==> src/rtl/timer_pkg.sv <==
// rtl/timer_pkg.sv - shared state encoding and limits for the countdown timer
package timer_pkg;

  typedef logic [1:0] state_t;

  localparam state_t IDLE   = 2'd0;
  localparam state_t RUN    = 2'd1;
  localparam state_t PAUSED = 2'd2;
  localparam state_t DONE   = 2'd3;

  localparam int SECOND_MAX = 60;
  localparam int DIGIT_MAX  = 9;
  localparam int TENS_MAX   = 5;

endpackage

==> src/rtl/bcd.sv <==
// rtl/bcd.sv - binary seconds to two BCD digits (combinational)
module bcd #(
  parameter int sec_num = 6,
  parameter int n       = 4
) (
  input  logic [sec_num-1:0] bin,
  output logic [n-1:0]       tens,
  output logic [n-1:0]       ones
);

  localparam int ITER = (2 ** sec_num) / 10;

  logic [sec_num-1:0] rem;

  // Repeated subtraction of ten; the loop is fully unrolled.
  always_comb begin
    rem  = bin;
    tens = '0;
    for (int i = 0; i < ITER; i++) begin
      if (rem >= sec_num'(10)) begin
        rem  = rem - sec_num'(10);
        tens = tens + n'(1);
      end
    end
    ones = n'(rem);
  end

endmodule

==> src/rtl/bcd_to_bin.sv <==
// rtl/bcd_to_bin.sv - two BCD digits to binary seconds, saturating out-of-range input
module bcd_to_bin
  import timer_pkg::*;
#(
  parameter int n          = 4,
  parameter int sec_num    = 6,
  parameter int second_max = SECOND_MAX
) (
  input  logic [n-1:0]       tens,
  input  logic [n-1:0]       ones,
  output logic [sec_num-1:0] value,
  output logic               err
);

  localparam int W = 2 * n;

  logic [W-1:0] sum;

  always_comb begin
    sum   = W'(tens) * W'(10) + W'(ones);
    err   = (tens > n'(TENS_MAX)) || (ones > n'(DIGIT_MAX));
    value = err ? sec_num'(second_max - 1) : sec_num'(sum);
  end

endmodule

==> src/rtl/seven_segment.sv <==
// rtl/seven_segment.sv - BCD digit to active-high segments, bit order {g,f,e,d,c,b,a}
module seven_segment #(
  parameter int n           = 4,
  parameter int segment_num = 7
) (
  input  logic [n-1:0]           digit,
  output logic [segment_num-1:0] segment
);

  always_comb begin
    segment = '0;
    case (digit)
      4'd0: segment = 7'b0111111;
      4'd1: segment = 7'b0000110;
      4'd2: segment = 7'b1011011;
      4'd3: segment = 7'b1001111;
      4'd4: segment = 7'b1100110;
      4'd5: segment = 7'b1101101;
      4'd6: segment = 7'b1111101;
      4'd7: segment = 7'b0000111;
      4'd8: segment = 7'b1111111;
      4'd9: segment = 7'b1101111;
      default: segment = '0;
    endcase
  end

endmodule

==> src/rtl/count_down_60s.sv <==
// rtl/count_down_60s.sv - settable 0-59 s countdown with 2-digit seven-segment display
// Optional: COUNT_DOWN_AUTO_RELOAD_EN restarts from the loaded value on expiry.
module count_down_60s
  import timer_pkg::*;
#(
  parameter int led_num     = 2,
  parameter int n           = 4,
  parameter int sec_num     = 6,
  parameter int second_max  = SECOND_MAX,
  parameter int segment_num = 7
) (
  input  logic                             clk_1Hz,
  input  logic                             rst_n,
  input  logic                             load,
  input  logic [n-1:0]                     load_tens,
  input  logic [n-1:0]                     load_ones,
  input  logic                             start,
  input  logic                             pause,
  output logic [led_num*segment_num-1:0]   second_led,
  output logic [sec_num-1:0]               seconds_out,
  output logic                             running,
  output logic                             done,
  output logic                             load_err
);

  state_t             state;
  logic [sec_num-1:0] seconds;
  logic [sec_num-1:0] reload_val;
  logic [sec_num-1:0] load_value;
  logic               load_bad;
  logic               resume;

  bcd_to_bin #(.n(n), .sec_num(sec_num), .second_max(second_max)) u_bcd_to_bin (
    .tens  (load_tens),
    .ones  (load_ones),
    .value (load_value),
    .err   (load_bad)
  );

  // pause outranks start, so both high never (re)enters RUN
  assign resume = start && !pause;

  always_ff @(posedge clk_1Hz) begin
    if (!rst_n) begin
      state      <= IDLE;
      seconds    <= '0;
      reload_val <= '0;
      load_err   <= 1'b0;
    end else if (load) begin
      state      <= IDLE;
      seconds    <= load_value;
      reload_val <= load_value;
      load_err   <= load_bad;
    end else begin
      case (state)
        IDLE: begin
          if (resume) state <= (seconds == '0) ? DONE : RUN;
        end
        RUN: begin
          if (pause) begin
            state <= PAUSED;
          end else if (seconds == '0) begin
`ifdef COUNT_DOWN_AUTO_RELOAD_EN
            if (reload_val == '0) state <= DONE;
            else seconds <= reload_val;
`else
            state <= DONE;
`endif
          end else begin
            seconds <= seconds - sec_num'(1);
`ifndef COUNT_DOWN_AUTO_RELOAD_EN
            if (seconds == sec_num'(1)) state <= DONE;
`endif
          end
        end
        PAUSED: begin
          if (resume) state <= RUN;
        end
        default: begin
          seconds <= '0;
        end
      endcase
    end
  end

  assign running     = (state == RUN);
  assign seconds_out = seconds;

`ifdef COUNT_DOWN_AUTO_RELOAD_EN
  // Expiry is a one-cycle pulse while RUN sits at zero before reloading.
  assign done = (state == DONE) || ((state == RUN) && (seconds == '0));
`else
  assign done = (state == DONE);
`endif

  logic [n-1:0]           disp_tens;
  logic [n-1:0]           disp_ones;
  logic [segment_num-1:0] seg_tens;
  logic [segment_num-1:0] seg_ones;

  bcd #(.sec_num(sec_num), .n(n)) u_bcd (
    .bin  (seconds),
    .tens (disp_tens),
    .ones (disp_ones)
  );

  seven_segment #(.n(n), .segment_num(segment_num)) u_seg_tens (
    .digit   (disp_tens),
    .segment (seg_tens)
  );

  seven_segment #(.n(n), .segment_num(segment_num)) u_seg_ones (
    .digit   (disp_ones),
    .segment (seg_ones)
  );

  assign second_led = {seg_tens, seg_ones};

endmodule

==> config.mk <==
export PLATFORM = sky130hd
export DESIGN_NAME = count_down_60s
export DESIGN_NICKNAME = d
export VERILOG_FILES = /design/src/rtl/timer_pkg.sv /design/src/rtl/bcd.sv /design/src/rtl/bcd_to_bin.sv /design/src/rtl/seven_segment.sv /design/src/rtl/count_down_60s.sv
export SDC_FILE = /design/constraint.sdc
export NUM_CORES = 1
export LEC_CHECK = 0
export BUFFER_PORTS_ARGS = -buffer_cell sky130_fd_sc_hd__buf_2
export CORE_UTILIZATION = 25
export CTS_BUF_LIST = sky130_fd_sc_hd__clkbuf_8 sky130_fd_sc_hd__clkbuf_16
export CTS_CLUSTER_DIAMETER = 200
export DETAILED_ROUTE_END_ITERATION = 10
export MAX_ROUTING_LAYER = met4
export PLACE_DENSITY = 0.53
export SETUP_SLACK_MARGIN = 0.4
export SYNTH_ARGS = -nofsm -noshare
export SYNTH_HDL_FRONTEND = slang
export SYNTH_SLANG_ARGS = --single-unit
export TNS_END_PERCENT = 30
==> constraint.sdc <==
create_clock -name clk_1Hz -period 5.92 [get_ports clk_1Hz]
set_input_delay 0.296 -clock clk_1Hz [delete_from_list [all_inputs] [get_ports clk_1Hz]]
set_output_delay 0.296 -clock clk_1Hz [all_outputs]
set_load 0.005 [all_outputs]
==> run metrics <==
post-synth net total=416; Pre-antenna DRT Iters=5; Distinct cells, synth=90; Data required, critical path=5620 ps; pin count of the biggest net entering global routing=15; final setup fails=0; setup slack, reg-to-reg=3020 ps; Worst R2R Start=seconds_out[0]$_SDFFE_PN0P_; #FFs+latches synth=9; r2r endpoint=seconds_out[3]$_SDFFE_PN0P_; sequential share of the synthesized area=6.35%; Top cell by count, worst path=ha_4; final core occ=38.2%; initial antenna violation count=0; fmax=0.178 GHz; Max Cap Viol=0; vias in the first global route=3,067; status=complete, no violations; Reg clk slew, reported paths=40 ps; Reg area=193 sq um; Ant. Diodes=0; R2R cell count=10; CTS Sinks=9; worst skew pair latency=240 ps; hold path depth=2; clk buf depth=2; Pins Over Slew Limit=0; Worst Hold Launch=rst_n; Detailed Route Iter0 Violations=253; FFs w/ async S/R, synth=0%; final hold violations=0; PD cells=656 nW/um^2; Post-synth top flop=dfxtp_1; Detailed Route WL=9330 um; IO Port Bufs=35; worst setup path class=flip-flop to output port; GRT Total Usage=15.9%; EDFF count, synth=0; final worst path period share=95.0%; Num CTS Buffers=3; CTS tree=yes; Hold WC Path Type=input pin to flip-flop; vias per cell=5.41; slowest stage delay, CP=400 ps; Yosys warning count=0; average wire per standard cell=15.4 um; Setup TNS=0 ps; RD Place Congestion=0.868; # nets final=512; Die X-Extent=108 um; Cell Area, Synth=2840 sq um; Pleak=1.73 nW; vias post-DR=3,274; Slew @ Worst Pin=1110 ps; root buffer cell=clkbuf_16; first-pass GRT wire length=14,900 um; full die area=11,800 sq um; half-perimeter wire length after placement=6590 um; most frequent cells in the layout=buf_4, buf_2, nor2_1; Crit path max-delay family=compound AO/OA/AOI/OAI gates; I/O pins=36; Final Critical Period=5620 ps; Die Span Y=108 um; area occupied by multi-input gates=2950 sq um; layout cell share with drive strength beyond 1=43.7%; Rel. slew slack=25.0%; CP Max Fanout=7; Post-Synthesis Cells=370; most common cell after layout, fill and taps aside=buf_4; Critical Path Source Type=flip-flop; sink of the worst hold path=seconds_out[1]$_SDFFE_PN0P_; Congestion Overflow GR=0; core area=10,900 sq um; Routed Antenna Nets=0; Row Count=38; Worst Path Buf+Inv=3; CP Data Arrival Time=5330 ps; Final Skew=7.56 ps; Area growth, synth to finish=47.2%; Starting Density=25.9%; H-tree lvl count=1; DRC errors left=0; Peak VDD IR=605 uV; Critical Path End Type=output port; FILL cells=1,100; synthesized area per cell=7.66 sq um; slowest CP cell=dfxtp_4; RSZ-0062 raised after global routing=true
registers in the layout, summed over array words and instances (netlist names):
signal       flops
state            2
seconds_out      6
load_err         1
per-layer routing:
| metal | routed length (um) | vias to the layer above | GRT usage (%) |
|---|---|---|---|
| met5 | 0 | - | - |
| met4 | 62 | 0 | 2.41 |
| met3 | 420 | 8 | 1.51 |
| met2 | 4440 | 93 | 26.3 |
| met1 | 4410 | 1546 | 21.3 |
| li1 | - | 1627 | - |
synthesized netlist by cell type (4+ instances only):
master | instances | area (sq um)
a211o_1 | 4 | 35.0
a211oi_1 | 9 | 67.6
a21o_1 | 6 | 45.0
a21oi_1 | 23 | 115
a22oi_1 | 4 | 30.0
a31oi_1 | 5 | 31.3
and2_1 | 5 | 31.3
dfxtp_1 | 9 | 180
ha_1 | 32 | 400
inv_1 | 22 | 82.6
mux2i_1 | 4 | 40.0
nand2_1 | 27 | 101
nand2b_1 | 5 | 31.3
nand3_1 | 6 | 30.0
nand4_1 | 5 | 31.3
nor2_1 | 31 | 116
nor2b_1 | 6 | 37.5
nor3_1 | 14 | 70.1
o211a_1 | 7 | 70.1
o211ai_1 | 5 | 37.5
o21ai_0 | 22 | 110
o31ai_1 | 4 | 30.0
or2_1 | 4 | 25.0
xnor2_1 | 9 | 78.8
metrics by stage:
stage	area [sq um]	worst slack (ps)	std cells	hold slack, ps	power (mW)
floorplan	2870	427	370	422	1.42
global placement	3300	219	555	496	1.94
detailed placement	3300	13.9	555	498	1.96
CTS	3870	408	585	363	2.50
global route	4170	150	605	382	2.96
finish	4170	296	605	365	2.74
worst max-delay path by stage:
stage	startpoint	to	slack, ps	cells past startpoint
2_1_floorplan	seconds_out[1]$_SDFFE_PN0P_	second_led[10]	430	25
3_3_place_gp	seconds_out[1]$_SDFFE_PN0P_	second_led[12]	220	24
3_5_place_dp	seconds_out[1]$_SDFFE_PN0P_	second_led[12]	10	25
4_1_cts	seconds_out[1]$_SDFFE_PN0P_	second_led[12]	410	26
5_1_grt	seconds_out[1]$_SDFFE_PN0P_	second_led[12]	150	26
6_report	seconds_out[1]$_SDFFE_PN0P_	second_led[12]	300	26
layout make-up:
class                           instances  area share (%)
Timing Repair Buffer                  100            16.2
Sequential cell                         9            4.62
Clock inverter                          1           0.120
Multi-Input combinational cell        329            70.6
Tap cell                              140            4.20
Clock buffer                            3            1.80
Inverter                               23            2.43
where the power goes:
group,switching [mW],internal (mW)
sequential,0.0124,0.0660
clock,0.0323,0.0893
combinational,1.26,1.28
cells by family (layout without fill, tap and decap cells):
family / count (synthesis) / after routing / synth area share (%)
AOI/OAI and AO/OA: 149 / 149 / 42.9
xor gates and xnor gates: 11 / 11 / 3.40
adders and majority gates: 33 / 33 / 14.8
buffers and inverters: 32 / 127 / 5.25
DFF: 9 / 9 / 6.35
muxes: 9 / 9 / 3.93
and+or+nand+nor: 127 / 127 / 23.3
what timing repair did:
action                                 CTS  global route
endpoints found under the hold margin    0             0
cloned                                   0             0
hold buffers                             0             0
setup endpoints to repair               14            13
pin swaps                               14            25
buffers inserted                        26            20
resized for setup                       58            31
Note: power is estimated with default switching activity, not from simulation.
